**src/rtl/topk_pkg.sv**
```systemverilog
// Shared types and helpers for the top-K result streamer.
package topk_pkg;

    localparam int unsigned LOG_INPUT_NUM_DEF = 4;
    localparam int unsigned N                 = 2 ** LOG_INPUT_NUM_DEF;
    localparam int unsigned ELEM_WIDTH        = 32;

    typedef logic [ELEM_WIDTH-1:0] elem_t;

    // Sorted-vector lane holding a given rank (rank 0 = largest element).
    function automatic int unsigned rank_to_lane(input int unsigned rank,
                                                 input bit          ascending,
                                                 input int unsigned n);
        return ascending ? (n - 1 - rank) : rank;
    endfunction

endpackage

```
**src/rtl/topk_vec_buf2.sv**
```systemverilog
// Two-slot ping-pong buffer of rank-ordered top-K vectors with occupancy count.
module topk_vec_buf2
    import topk_pkg::*;
#(
    parameter int unsigned DATA_WIDTH = 32,
    parameter int unsigned TOPK       = 4,
    parameter int unsigned IDX_W      = 2
) (
    input  logic                       clk,
    input  logic                       rst,
    input  logic                       i_wr_en,
    input  logic [TOPK*DATA_WIDTH-1:0] i_wr_data,
    input  logic                       i_rd_pop,
    input  logic [IDX_W-1:0]           i_rd_idx,
    output logic [DATA_WIDTH-1:0]      o_rd_data,
    output logic [1:0]                 o_count
);

    logic [DATA_WIDTH-1:0] r_slot [2][TOPK];
    logic                  r_wr_ptr;
    logic                  r_rd_ptr;
    logic [1:0]            r_count;

    always_ff @(posedge clk or posedge rst) begin
        if (rst) begin
            for (int s = 0; s < 2; s++) begin
                for (int k = 0; k < int'(TOPK); k++) begin
                    r_slot[s][k] <= '0;
                end
            end
            r_wr_ptr <= 1'b0;
            r_rd_ptr <= 1'b0;
            r_count  <= 2'd0;
        end else begin
            if (i_wr_en) begin
                for (int k = 0; k < int'(TOPK); k++) begin
                    r_slot[r_wr_ptr][k] <= i_wr_data[k*DATA_WIDTH +: DATA_WIDTH];
                end
                r_wr_ptr <= ~r_wr_ptr;
            end
            if (i_rd_pop) begin
                r_rd_ptr <= ~r_rd_ptr;
            end
            case ({i_wr_en, i_rd_pop})
                2'b10:   r_count <= r_count + 2'd1;
                2'b01:   r_count <= r_count - 2'd1;
                default: r_count <= r_count;
            endcase
        end
    end

    assign o_rd_data = r_slot[r_rd_ptr][i_rd_idx];
    assign o_count   = r_count;

endmodule

```
**src/rtl/topk_result_streamer.sv**
```systemverilog
// Streams the top-K elements of each sorted vector, best first, over valid/ready.
module topk_result_streamer #(
    parameter int unsigned LOG_INPUT_NUM = 4,
    parameter int unsigned DATA_WIDTH    = 32,
    parameter bit          ASCENDING     = 1'b1,
    parameter int unsigned TOPK          = 4
) (
    input  logic                                      clk,
    input  logic                                      rst,
    input  logic                                      i_valid,
    input  logic [DATA_WIDTH*(2**LOG_INPUT_NUM)-1:0]  x,
    output logic                                      i_ready,
    output logic                                      o_valid,
    input  logic                                      o_ready,
    output logic [DATA_WIDTH-1:0]                     o_data,
    output logic [LOG_INPUT_NUM-1:0]                  o_rank,
    output logic                                      o_last,
    output logic                                      overflow
);
    import topk_pkg::*;

    localparam int unsigned N_LANES = 2 ** LOG_INPUT_NUM;
    localparam int unsigned IDX_W   = (TOPK > 1) ? $clog2(TOPK) : 1;

    if (TOPK < 1 || TOPK > N_LANES) begin : g_bad_topk
        $error("topk_result_streamer: TOPK must be within 1..2**LOG_INPUT_NUM");
    end

    typedef enum logic {
        S_IDLE,
        S_STREAM
    } state_t;

    state_t                     r_state;
    logic [LOG_INPUT_NUM-1:0]   r_rank;
    logic                       r_overflow;
    logic                       r_i_ready;

    logic [TOPK*DATA_WIDTH-1:0] w_wr_data;
    logic [DATA_WIDTH-1:0]      w_rd_data;
    logic [1:0]                 w_count;
    logic [1:0]                 w_count_nxt;
    logic                       w_valid;
    logic                       w_last;
    logic                       w_hs;
    logic                       w_pop;
    logic                       w_wr;
    logic                       w_drop;
    logic                       w_unused_x;

    // Keep only the top TOPK lanes, reordered so index == rank.
    for (genvar r = 0; r < TOPK; r++) begin : g_lane
        localparam int unsigned LANE = rank_to_lane(r, ASCENDING, N_LANES);
        assign w_wr_data[r*DATA_WIDTH +: DATA_WIDTH] = x[LANE*DATA_WIDTH +: DATA_WIDTH];
    end

    assign w_unused_x = ^x;

    assign w_valid = (r_state == S_STREAM);
    assign w_last  = w_valid && (r_rank == LOG_INPUT_NUM'(TOPK - 1));
    assign w_hs    = w_valid && o_ready;
    assign w_pop   = w_hs && w_last;
    // A full buffer still accepts a vector when the head is retiring this cycle.
    assign w_wr    = i_valid && ((w_count != 2'd2) || w_pop);
    assign w_drop  = i_valid && !w_wr;

    always_comb begin
        w_count_nxt = w_count;
        if (w_wr && !w_pop) begin
            w_count_nxt = w_count + 2'd1;
        end else if (!w_wr && w_pop) begin
            w_count_nxt = w_count - 2'd1;
        end
    end

    topk_vec_buf2 #(
        .DATA_WIDTH (DATA_WIDTH),
        .TOPK       (TOPK),
        .IDX_W      (IDX_W)
    ) u_buf (
        .clk       (clk),
        .rst       (rst),
        .i_wr_en   (w_wr),
        .i_wr_data (w_wr_data),
        .i_rd_pop  (w_pop),
        .i_rd_idx  (IDX_W'(r_rank)),
        .o_rd_data (w_rd_data),
        .o_count   (w_count)
    );

    always_ff @(posedge clk or posedge rst) begin
        if (rst) begin
            r_state    <= S_IDLE;
            r_rank     <= '0;
            r_overflow <= 1'b0;
            r_i_ready  <= 1'b1;
        end else begin
            if (w_drop) begin
                r_overflow <= 1'b1;
            end
            r_i_ready <= (w_count_nxt != 2'd2);
            if (w_hs) begin
                r_rank <= w_last ? '0 : r_rank + LOG_INPUT_NUM'(1);
            end
            if (r_state == S_IDLE) begin
                if (w_wr) begin
                    r_state <= S_STREAM;
                end
            end else begin
                if (w_pop && !w_wr && (w_count == 2'd1)) begin
                    r_state <= S_IDLE;
                end
            end
        end
    end

    assign o_valid  = w_valid;
    assign o_data   = w_rd_data;
    assign o_rank   = r_rank;
    assign o_last   = w_last;
    assign overflow = r_overflow;
    assign i_ready  = r_i_ready;

endmodule

```
**config.mk**
```make
export PLATFORM = sky130hd
export DESIGN_NAME = topk_result_streamer
export DESIGN_NICKNAME = d
export VERILOG_FILES = /design/src/rtl/topk_pkg.sv /design/src/rtl/topk_vec_buf2.sv /design/src/rtl/topk_result_streamer.sv
export SDC_FILE = /design/constraint.sdc
export NUM_CORES = 1
export LEC_CHECK = 0
export ABC_AREA = 1
export CAP_MARGIN = 30
export CELL_PAD_IN_SITES_DETAIL_PLACEMENT = 1
export CELL_PAD_IN_SITES_GLOBAL_PLACEMENT = 2
export CORE_MARGIN = 2
export CORE_UTILIZATION = 21
export DETAILED_ROUTE_END_ITERATION = 10
export PLACE_DENSITY_LB_ADDON = 0.1
export SYNTH_ARGS = -nofsm -noshare
export SYNTH_HDL_FRONTEND = slang
export SYNTH_HIERARCHICAL = 1
export SYNTH_SLANG_ARGS = --single-unit
```
**constraint.sdc**
```tcl
create_clock -name clk -period 9.1 [get_ports clk]
set_input_delay 1.82 -clock clk [delete_from_list [all_inputs] [get_ports clk]]
set_output_delay 1.82 -clock clk [all_outputs]
set_load 0.01 [all_outputs]
```
Word-level counts from Yosys, hierarchy flattened
Index checks and enable logic that the tools add are counted.
- bits in registers: 267
- input port bits: 516
- output and inout bits: 40
- logic and storage cells: 71
- add/subtract/negate cells: 3
- magnitude comparators: 4
- equal/unequal tests: 6
- multiplexer cells: 25
- bitwise logic cells: 5
- reduce and logical (&&, ||, !) cells: 13
- operator list (kind ; count):
    bitwise mux 256 bit ; 4
    demux 128 bit (select 1 bit) ; 4
    two-way mux 128 bit ; 4
    two-way mux 32 bit ; 3
    two-way mux 96 bit ; 1
    binary-select mux 32 bit (select 2 bit) ; 1
    two-way mux 64 bit ; 1
    logical AND 1 bit ; 9
    adder 4 x 1 -> 4 bit, second input constant ; 1
    equality test 2 x 1 -> 1 bit, second input constant ; 2
    equality test 4 x 2 -> 1 bit, second input constant ; 1
    >= comparator 2 bit, second input constant ; 2
    two-way mux 2 bit ; 2
    two-way mux 4 bit ; 1
    inequality test 2 bit, second input constant ; 2
    NOT 1 -> 2 bit ; 2
    case mux 2 bit (2 select lines) ; 1
    >= comparator 3 bit, second input constant ; 1
    two-way mux 1 bit ; 3
    NOT 2 -> 3 bit ; 1
    adder 2 x 1 -> 2 bit, second input constant ; 1
    equality test 2 bit, second input constant ; 1
    zero test 1 bit ; 2
    less-than comparator 2 x 1 -> 1 bit, second input constant ; 1
    4 further kinds ; 5

Depth between registers and ports, before layout
Gate-level depths: netlist (run 1).
- word-level depth: 10
- depth in mapped cells: 14
- mapped depth without buffers: 12

Cells and area by module
Netlist (run 1), hierarchy kept.
- by module, submodules not included (module ; instances ; cells an instance ; area an instance (µm²) ; sequential area each (µm²)):
    topk_vec_buf2 ; 1 ; 1822 ; 13543.0 ; 6506.2
    topk_result_streamer ; 1 ; 52 ; 457.9 ; 176.4

Worst setup path after synthesis (run 1)
OpenSTA, ideal clock, no wires.
- path kind: input to register
- from: input o_ready
- to: register u_buf/r_slot[159] (netlist name)
- setup time: 0.117 ns
- arrival time: 2.984 ns
- required time: 8.983 ns
- setup slack: 5.999 ns
- cell stages on the path: 13
- cells stage by stage: nand2_4 -> nor2_8 -> nand2_4 -> nand2_4 -> nand2_2 -> inv_1 -> inv_2 -> or2_1 -> buf_6 -> buf_6 -> buf_6 -> nand2_1 -> o21ai_2
- cells in the longest elaborated chain, start to end: 4
- RTL lines (element ; RTL line ; text):
    start, declared ; topk_result_streamer.sv:14 ; input logic o_ready,
    logical AND 1 bit ; topk_result_streamer.sv:61 ; assign w_hs = w_valid && o_ready;
    logical AND 1 bit ; topk_result_streamer.sv:62 ; assign w_pop = w_hs && w_last;
    logical OR 1 bit ; topk_result_streamer.sv:64 ; assign w_wr = i_valid && ((w_count != 2'd2) || w_pop);
    logical AND 1 bit ; topk_result_streamer.sv:64 ;
    named net w_wr ; topk_result_streamer.sv:47 ; logic w_wr;
    end signal, assigned by index ; topk_vec_buf2.sv:37 ; r_slot[r_wr_ptr][k] <= i_wr_data[k*DATA_WIDTH +: DATA_WIDTH];
    end, declared ; topk_vec_buf2.sv:19 ; logic [DATA_WIDTH-1:0] r_slot [2][TOPK];
The timed path passes the listed nets, and every way through them passes these cells.
A chain may end at the register's enable or synchronous reset.

Worst setup path in the final report (run 1)
- from: register u_buf.r_rd_ptr
- to: output o_data[20]
- cells in the longest elaborated chain, start to end: 7
- RTL lines (element ; RTL line ; text):
    start, declared ; topk_vec_buf2.sv:21 ; logic r_rd_ptr;
    start signal, assigned ; topk_vec_buf2.sv:42 ; r_rd_ptr <= ~r_rd_ptr;
    NOT 1 -> 2 bit (not written as such) ; topk_vec_buf2.sv:52 ; assign o_rd_data = r_slot[r_rd_ptr][i_rd_idx];
    two-way mux 128 bit (not written as such) (3 in series) ; topk_vec_buf2.sv:52 ;
    binary-select mux 32 bit (select 2 bit) ; topk_vec_buf2.sv:52 ;
    two-way mux 32 bit (not written as such) (2 in series) ; topk_vec_buf2.sv:52 ;
    end, declared ; topk_result_streamer.sv:15 ; output logic [DATA_WIDTH-1:0] o_data,
No other way between the ends. The select of a mux whose other input is x is not followed.

==> results of run 1 <==
cells by family after synthesis:
kind of cell,after synthesis,share of synthesized area (%)
XOR/XNOR,5,0.3128
AND/OR/NAND/NOR,828,23.79
adder cells (fa/ha/maj),4,0.3575
flip-flops,267,47.73
AO/OA/AOI/OAI,262,12.40
buffers and inverters,508,15.41
synthesized netlist by cell type:
cell	count
a21oi_1	1
a21oi_2	1
buf_1	8
buf_2	37
buf_6	27
clkbuf_1	32
clkbuf_2	1
dfrtp_1	266
dfstp_2	1
ha_1	4
inv_1	400
inv_2	3
nand2_1	685
nand2_2	1
nand2_4	3
nand3_1	131
nand4_1	2
nor2_1	2
nor2_4	1
nor2_8	1
o2111ai_1	1
o21a_1	1
o21ai_0	137
o21ai_1	10
o21ai_2	110
o21bai_1	1
or2_1	1
or2_2	1
xnor2_1	1
xor2_1	4
cell type report:
type,count,area share [%]
well taps,864,6.142
repair buffers,184,10.61
flip-flops and latches,267,38.02
clock buffers,61,6.996
inverters,403,8.652
clock inverters,7,0.1991
multi-input cells,1099,29.38
power by group through the flow:
stage / logic, W / clock network (W) / registers, W
floorplan: 0.00208 / 0 / 0.00199
global placement: 0.00324 / 0 / 0.00208
detailed placement: 0.00328 / 0 / 0.00209
CTS: 0.00330 / 0.00156 / 0.00207
global route: 0.00363 / 0.00160 / 0.00215
finish: 0.00317 / 0.00150 / 0.00207
state kept, by name, indices dropped and copies added, names as in the netlist:
signal          count
u_buf/r_slot      256
o_rank              4
u_buf/o_count       2
i_ready             1
o_valid             1
overflow            1
u_buf/r_rd_ptr      1
u_buf/r_wr_ptr      1
worst paths after layout:
kind | from | to | slack, ns | depth (start not counted)
max in group asynchronous | rst | u_buf/r_slot[71]$_DFFE_PP0P_ | 6.05 | 3
worst max-delay path | u_buf/r_rd_ptr$_DFFE_PP0P_ | o_data[20] | 3.51 | 8
worst max register to register | o_rank[1]$_DFFE_PP0N_ | u_buf/r_slot[216]$_DFFE_PP0P_ | 5.84 | 13
worst min register to register | u_buf/r_slot[141]$_DFFE_PP0P_ | u_buf/r_slot[141]$_DFFE_PP0P_ | 0.48 | 2
min in group asynchronous | rst | o_rank[3]$_DFFE_PP0N_ | 1.68 | 2
worst min-delay path | u_buf/r_slot[141]$_DFFE_PP0P_ | u_buf/r_slot[141]$_DFFE_PP0P_ | 0.48 | 2
metal layers:
layer  vias up  routed length, um
met2       180              24100
met4         0               1082
li1       5840                  -
met1      5626              25930
met3        55               1591
met5         -                  0
cells in the final DEF (no fill, tap or decap), types with 9 or more instances in the layout:
master / netlist / final
nand2_1: 685 / 684
inv_1: 400 / 398
nand3_1: 131 / 131
dfrtp_1: 266 / 263
buf_4: 0 / 9
clkbuf_16: 0 / 41
o21ai_0: 137 / 137
o21ai_2: 110 / 110
clkbuf_8: 0 / 13
o21ai_1: 10 / 10
clkdlybuf4s50_1: 0 / 171
worst min-delay path: stages (launching register included):
cell and delay (ns):
dfrtp_1 0.33, nand2_1 0.06, o21ai_2 0.05
stage by stage:
step	setup WS [ns]	total power, W
4_1_cts	3.392	0.006933
6_report	3.514	0.006737
3_5_place_dp	4.025	0.005369
3_3_place_gp	3.989	0.005312
2_1_floorplan	0.1249	0.004073
5_1_grt	3.314	0.007379
==> results.tsv, run 1 <==
metric	value	unit
outcome	completed	
gr-total-overflow	0	
grt_usage	15.44	%
finalWirelength	52700	um
cp_data_required_time	7.28	ns
timing.hold.ws	0.4772	ns
viasPerCell	4.056	
synthesis.nets	2394	
cp-end-kind	output pin	
grt_pass1_vias	12482	
cts.htree.levels	2	
multi_input_area	5171	um2
vias	11701	
ys_seq_area_share	47.73	%
dieArea	68750	um2
placed_cells	2817	
p_seq_share	30.7	%
postSynthCellCount	1874	
die_y	262.2	um
fin_setup_tns	0	ns
drc	0	
ys_ff_latch	267	
grt_max_degree	237	
dp_hpwl	35080	um
cts_hold_buf	0	
ir_drop	0.0001944	V
power_leakage	9.265	nW
post-cts-setup-buffers	0	
antenna_found_initial	0	
place_area	16330	um2
worstPathCellList	inv_4 -> buf_4 -> nand2_1 -> nand3_1 -> nand2_1 -> nand2_1 -> nand2_1 -> clkdlybuf4s50_1	
finalWeightedCongestion	0.7157	
final_nets	2513	
syn-cell-area	14000	um2
relSlewSlack	30.99	%
seqCellArea	6691	um2
synth.distinct_cells	30	
synth_area_leaders	dfrtp_1 48%, nand2_1 18%, inv_1 11%	
synth_top_area_share	47.54	%
final_design_area_no_fill	17600	um2
clk_latency	0.55	ns
busiest_layer	met2	
nFillCells	7881	
clk_pin_slew	0.05	ns
p_sw_share	43.61	%
die_w	262.2	um
fin_cells	2885	
crit_fanout	67	
n_antenna_cell	0	
grt_util_met3	2.290	%
placementRows	94	
slew_viol_final	0	
crit_path_frequent_cell	nand2_1	
slowest_delay	0.80	ns
fmax	179.0	MHz
cts_tree	yes	
grt_use_met1	21.52	%
portBuffers	171	
power.internal	0.003799	W
routedWlPerCell	18.27	um
path_buf_inv	3	
core_region_area	65860	um2
yosys.area.top_type	dfrtp_1	
powerDensity	382.8	nW/um2
clock_path_buffers	3	
layout_min_cycle_time	5.586	ns
crit_type	flip-flop to output pin	
final_util	26.72	%
cts_sinks	267	
start_util	21.26	%
cap_violations	0	
setup_viol	0	
crit_family	buffers and inverters	
power_frac_clock	22.3	%
worstSetupStartpointType	flip-flop	
post-route-period-util	61.39	%
detail-route-antenna-nets	0	
syn_to_final_growth	25.70	%
skew	0.01442	ns
dr.pass1.iters	5	
power_frac_comb	47.0	%
met2_usage	24.92	%
num_io_pins	556	
drt-initial-drc-count	566	
cts-resized-gates	0	
grt_pass1_wl	80470	um
finalHoldViolations	0	
hp-class	flip-flop to flip-flop	
synth_area_per_cell	7.471	um2
cts_root_buf	clkbuf_16	
yosysWarnings	6	
cp_slowest_cell	buf_4	
cp_data_arrival_time	3.77	ns
numCtsBuffers	38	
worst_pin_slew	1.035	ns
switchingPower	0.002938	W
drive_gt1_share	10.04	%
rsz0062_at_grt	false	
Power figures use the tool's default switching activity.
==> run 2, diff against run 1 <==
Settings changed: CORE_UTILIZATION 21 to 24.
Clock period 9.1 ns to 5.8 ns, I/O delays scaled along.
==> run 2 against run 1 <==
Net effect: setup slack worse by 2.3 ns; first-iteration DRC count is 3.7% higher; global-route usage is 1.7 points higher; sequential share of layout area is 0.094 points higher; register-to-register slack worse by 3.0 ns; routed wire length is 4.1% lower; highest routed layer unchanged.
==> results.tsv, run 2 (same netlist as run 1, synthesis figures left out) <==
metric	value	unit	change
cp_data_arrival_time	3.46	ns	-0.31 ns
critPathLaunch	u_buf/r_rd_ptr$_DFFE_PP0P_		
setup_ws	1.179	ns	-2.334 ns
n_antenna_cell	0		unchanged
antenna_found_initial	0		unchanged
viasPerCell	4.197		+3.5%
vias	11722		+0.18%
clock_path_buffers	3		unchanged
slew_viol_final	0		unchanged
drive_gt1_share	10.16	%	+0.11 points
rsz0062_at_grt	false		
core_region_area	57700	um2	-12%
ir_drop	0.0002718	V	+40%
hp-class	flip-flop to flip-flop		
die_w	245.5	um	-6.4%
placementRows	88		-6.4%
grt_util_met3	2.783	%	+0.49 points
multi_input_area	5171	um2	unchanged
final_nets	2518		+0.20%
skew	0.01575	ns	+0.001331 ns
fmax	216.4	MHz	
crit_type	flip-flop to output pin		
portBuffers	171		unchanged
syn_to_final_growth	25.34	%	
post-place-ws	1.741	ns	-2.284 ns
timing.hold.ws	0.4793	ns	+0.002114 ns
cp_data_required_time	4.64	ns	-2.64 ns
min_from	u_buf/r_slot[204]$_DFFE_PP0P_		
nFillCells	6940		-12%
dp_hpwl	34380	um	-2.0%
cap_violations	0		unchanged
dr.pass1.iters	5		unchanged
finalHoldViolations	0		unchanged
cts.htree.levels	2		unchanged
grt_pass1_vias	12374		-0.87%
grt_use_met1	23.57	%	+2.0 points
power_leakage	9.293	nW	+0.31%
numCtsBuffers	38		unchanged
cts_hold_buf	0		unchanged
final_design_area_no_fill	17550	um2	-0.28%
finalWirelength	50540	um	-4.1%
gr-total-overflow	0		unchanged
layout_min_cycle_time	4.621	ns	
clk_latency	0.56	ns	about the same
seqCellArea	6689	um2	about the same
die_y	245.5	um	-6.4%
drc	0		unchanged
busiest_layer	met2		
met2_usage	27.93	%	+3.0 points
grt_pass1_wl	77200	um	-4.1%
cts_root_buf	clkbuf_16		
grt_max_degree	143		-40%
detail-route-antenna-nets	0		unchanged
clk_pin_slew	0.06	ns	about the same
regMostFlops	u_buf/r_slot		
post-cts-setup-buffers	0		unchanged
worst_pin_slew	1.066	ns	+0.03039 ns
cp-end-kind	output pin		
final_util	30.42	%	+3.7 points
place_area	16270	um2	-0.38%
outcome	completed		
num_io_pins	556		unchanged
worstReg2RegStart	o_rank[1]$_DFFE_PP0N_		
routedWlPerCell	18.10	um	-0.94%
grt_usage	17.10	%	+1.7 points
dieArea	60290	um2	-12%
worstSetupStartpointType	flip-flop		
drt-initial-drc-count	587		+3.7%
cts_sinks	267		unchanged
finalWeightedCongestion	0.7161		about the same
cts_tree	yes		
setup_viol	0		unchanged
fin_setup_tns	0	ns	unchanged
powerDensity	599.9	nW/um2	+57%
post-route-period-util	79.66	%	
relSlewSlack	28.96	%	-2.0 points
start_util	24.27	%	+3.0 points
layout_common_cells	684 x nand2_1, 398 x inv_1, 263 x dfrtp_1, 171 x clkdlybuf4s50_1, 137 x o21ai_0		
largest_reg_flops	256		unchanged
cts-resized-gates	0		unchanged
crit_fanout	48		-28%
final_common_cell	nand2_1		
==> run 2: cell types whose count changed in the layout (fill, tap and decap cells not counted), sizes merged <==
cell      previous run  this run
clkinv               7         6
inv                403       402
buf                 13        18
clkinvlp             0         1
clkbuf              61        63
bufinv               0         1
==> run 2: cell type report <==
type	instances	share of cell area [%]
Tap cell	765	5.454
Multi-Input combinational cell	1099	29.47
Clock buffer	63	6.944
Inverter	403	8.655
Timing Repair Buffer	189	11.02
Sequential cell	267	38.12
Clock inverter	7	0.3422
==> run 2: metal layers <==
layer,wire (um),part of all wire (%),vias to the layer above
met1,24630,49,5662
met5,0,0,-
li1,-,-,5841
met4,946,1.9,0
met2,23450,46,170
met3,1522,3.0,49
==> run 2: where the power goes <==
part / switching (W) / total (W) / internal [W]
combinational: 0.00308 / 0.00486 / 0.00178
sequential: 0.000544 / 0.00329 / 0.00275
clock: 0.000904 / 0.00238 / 0.00147
total: 0.00453 / 0.0105 / 0.00600
==> run 2: per-stage QoR <==
| step | instances | total power (W) |
|---|---|---|
| 6_report | 2793 | 0.01053 |
| 4_1_cts | 2793 | 0.01080 |
| 2_1_floorplan | 1874 | 0.006391 |
| 3_3_place_gp | 2723 | 0.008240 |
| 3_5_place_dp | 2723 | 0.008336 |
| 5_1_grt | 2793 | 0.01153 |
==> run 2: critical path, stage by stage, from the launching register on <==
cell,delay [ns]
dfrtp_4,0.88
inv_4,0.39
buf_4,0.37
nand2_1,0.11
nand3_1,0.08
nand2_1,0.18
nand2_1,0.07
nand2_1,0.21
clkdlybuf4s50_1,0.58
==> run 2: final timing paths <==
kind / endpoint / slack [ns] / cells after the start
worst max-delay path: o_data[30] / 1.18 / 8
worst min-delay path: u_buf/r_slot[204]$_DFFE_PP0P_ / 0.48 / 2
worst max register to register: u_buf/r_slot[5]$_DFFE_PP0P_ / 2.81 / 12
worst min register to register: u_buf/r_slot[204]$_DFFE_PP0P_ / 0.48 / 2
max in group asynchronous: u_buf/r_slot[187]$_DFFE_PP0P_ / 3.78 / 3
min in group asynchronous: o_rank[2]$_DFFE_PP0N_ / 0.93 / 2
==> run 3, diff against run 2 <==
Settings changed: CORE_UTILIZATION 24 to 21.
Clock period 5.8 ns to 3.9 ns, I/O delays scaled along.
==> run 3 against run 2 <==
Net effect: power grew 50%; critical path depth is the same; cell area grew 1.7%; clock-buffer cell count shrank 6; critical path type unchanged; clock skew shrank 0.0024 ns; final cell count grew 3.8%; first-iteration DRC count shrank 22%; sequential share of layout area shrank 0.62 points; sequential cell count is the same; utilization shrank 3.3 points.
==> results.tsv, run 3 (same netlist as run 1, synthesis figures left out) <==
metric	value	unit	change
vias	11791		+0.59%
finalWeightedCongestion	0.7316		+2.2%
cts_sinks	267		unchanged
cts-resized-gates	0		unchanged
detail-route-antenna-nets	0		unchanged
cap_violations	0		unchanged
timing.rr.end	u_buf/r_slot[204]$_DFFE_PP0P_		
crit_type	flip-flop to output pin		
cp_slowest_cell	dfrtp_4		
num_io_pins	556		unchanged
n_antenna_cell	0		unchanged
setup_ws	0.1950	ns	-0.9845 ns
ff2ff_setup_slack	1.18	ns	-1.63 ns
layout_common_cells	684 x nand2_1, 398 x inv_1, 263 x dfrtp_1, 171 x clkdlybuf4s50_1, 137 x o21ai_0		
clk_pin_slew	0.05	ns	about the same
p_sw_share	43.46	%	+0.44 points
gr-total-overflow	0		unchanged
grt_pass1_wl	81250	um	+5.3%
cts_root_buf	clkbuf_16		
power_frac_comb	47.4	%	+1.2 points
power_frac_clock	22.0	%	-0.6 points
grt_usage	15.64	%	-1.5 points
cp_data_arrival_time	2.93	ns	-0.53 ns
min_to	u_buf/r_slot[153]$_DFFE_PP0P_		
drc	0		unchanged
clock_path_buffers	3		unchanged
largest_reg_flops	256		unchanged
crit_fanout	56		+17%
power_leakage	9.378	nW	+0.91%
skew	0.01331	ns	-0.002436 ns
post-route-period-util	95.00	%	
finalHoldViolations	0		unchanged
final_nets	2531		+0.52%
drive_gt1_share	10.61	%	+0.46 points
dr.pass1.iters	4		-1
fmax	269.9	MHz	
finalPower	0.01584	W	+50%
p_seq_share	30.5	%	-0.8 points
finalWirelength	53570	um	+6.0%
relSlewSlack	52.17	%	+23 points
cts_hold_buf	0		unchanged
ir_drop	0.0004614	V	+70%
cp_data_required_time	3.12	ns	-1.52 ns
crit_family	buffers and inverters		
drt-initial-drc-count	456		-22%
path_buf_inv	3		unchanged
rr_worst_depth	13		+1
viasPerCell	4.067		-3.1%
start_util	21.26	%	-3.0 points
power.internal	0.008957	W	+49%
min_from	u_buf/r_slot[153]$_DFFE_PP0P_		
dp_hpwl	36980	um	+7.5%
final_util	27.10	%	-3.3 points
numCtsBuffers	38		unchanged
slew_viol_final	0		unchanged
die_y	262.2	um	+6.8%
placementRows	94		+6.8%
portBuffers	171		unchanged
layout_min_cycle_time	3.705	ns	
crit_path_frequent_cell	nand2_1		
nFillCells	7857		+13%
rsz0062_at_grt	false		
routedWlPerCell	18.48	um	+2.1%
powerDensity	887.8	nW/um2	+48%
grt_pass1_vias	12584		+1.7%
clk_latency	0.56	ns	about the same
dieArea	68750	um2	+14%
switchingPower	0.006886	W	+52%
regMostFlops	u_buf/r_slot		
antenna_found_initial	1		+1
worstPathCellList	inv_4 -> buf_12 -> nand2_1 -> nand3_1 -> nand2_1 -> nand2_1 -> nand2_1 -> clkdlybuf4s50_1		
cts.htree.levels	2		unchanged
final_common_cell	nand2_1		
worstReg2RegStart	o_rank[0]$_DFFE_PP0N_		
die_w	262.2	um	+6.8%
syn_to_final_growth	27.46	%	
worstSetupStartpointType	flip-flop		
outcome	completed		
worst_pin_slew	0.7174	ns	-0.3481 ns
hp-class	flip-flop to flip-flop		
cp-end-kind	output pin		
slowest_delay	0.62	ns	-0.26 ns
setup_viol	0		unchanged
post-place-ws	0.6921	ns	-1.048 ns
core_region_area	65860	um2	+14%
grt_max_degree	114		-20%
cts_tree	yes		
post-cts-setup-buffers	0		unchanged
holdPathStages	2		unchanged
==> run 3: cell types whose count changed in the layout (fill, tap and decap cells not counted), sizes merged <==
| cell | before | now |
|---|---|---|
| buf | 18 | 31 |
| clkbuf | 63 | 57 |
==> run 3: layer usage <==
metal / track usage, % / vias to the layer above / part of all wire (%)
met1: 21.40 / 5686 / 49
met3: 2.450 / 63 / 2.9
met4: 4.377 / 0 / 2.4
li1: - / 5869 / -
met2: 25.47 / 173 / 46
met5: 0 / - / 0
==> run 3: worst max path at each step <==
stage	start	to	slack, ns	depth (start not counted)
after global placement	u_buf/r_rd_ptr$_DFFE_PP0P_	o_data[19]	0.70	8
after global routing	u_buf/r_rd_ptr$_DFFE_PP0P_	o_data[19]	0.01	8
after detailed placement	u_buf/r_rd_ptr$_DFFE_PP0P_	o_data[19]	0.69	8
after floorplan	rst	u_buf/o_count[0]$_DFFE_PP0P_	-0.31	1
final	u_buf/r_rd_ptr$_DFFE_PP0P_	o_data[19]	0.19	8
after CTS	u_buf/r_rd_ptr$_DFFE_PP0P_	o_data[19]	0.08	8
==> run 3: layout make-up <==
type / count / area [um2] / area share (%)
multi-input combinational: 1099 / 5171 / 28.98
timing repair buffer: 202 / 2157 / 12.09
clock inverter: 7 / 60.06 / 0.3365
clock buffer: 57 / 1166 / 6.534
tap: 864 / 1081 / 6.058
sequential: 267 / 6691 / 37.50
inverter: 403 / 1519 / 8.512
==> run 3: metrics by stage <==
step | cells | hold slack (ns) | area [um2] | setup TNS (ns)
floorplan | 1874 | 0.4530 | 14000 | -79.97
global placement | 2834 | 0.4652 | 16600 | 0
detailed placement | 2835 | 0.4653 | 16620 | 0
CTS | 2899 | 0.4813 | 17850 | 0
global route | 2899 | 0.5018 | 17850 | 0
finish | 2899 | 0.4785 | 17850 | 0
==> run 3: tightest hold or removal path: cells and delay by family, from the launching register on <==
kind	cells	cell delay [ns]
DFF	1	0.34
and+or+nand+nor	1	0.06
AOI/OAI and AO/OA	1	0.05
==> run 3: power by group through the flow <==
stage	combinational, W	clock, W	sequential (W)
after floorplan	0.00485	0	0.00465
after global placement	0.00769	0	0.00485
after detailed placement	0.00776	0	0.00488
after CTS	0.00779	0.00364	0.00485
after global routing	0.00861	0.00374	0.00503
final	0.00752	0.00349	0.00484
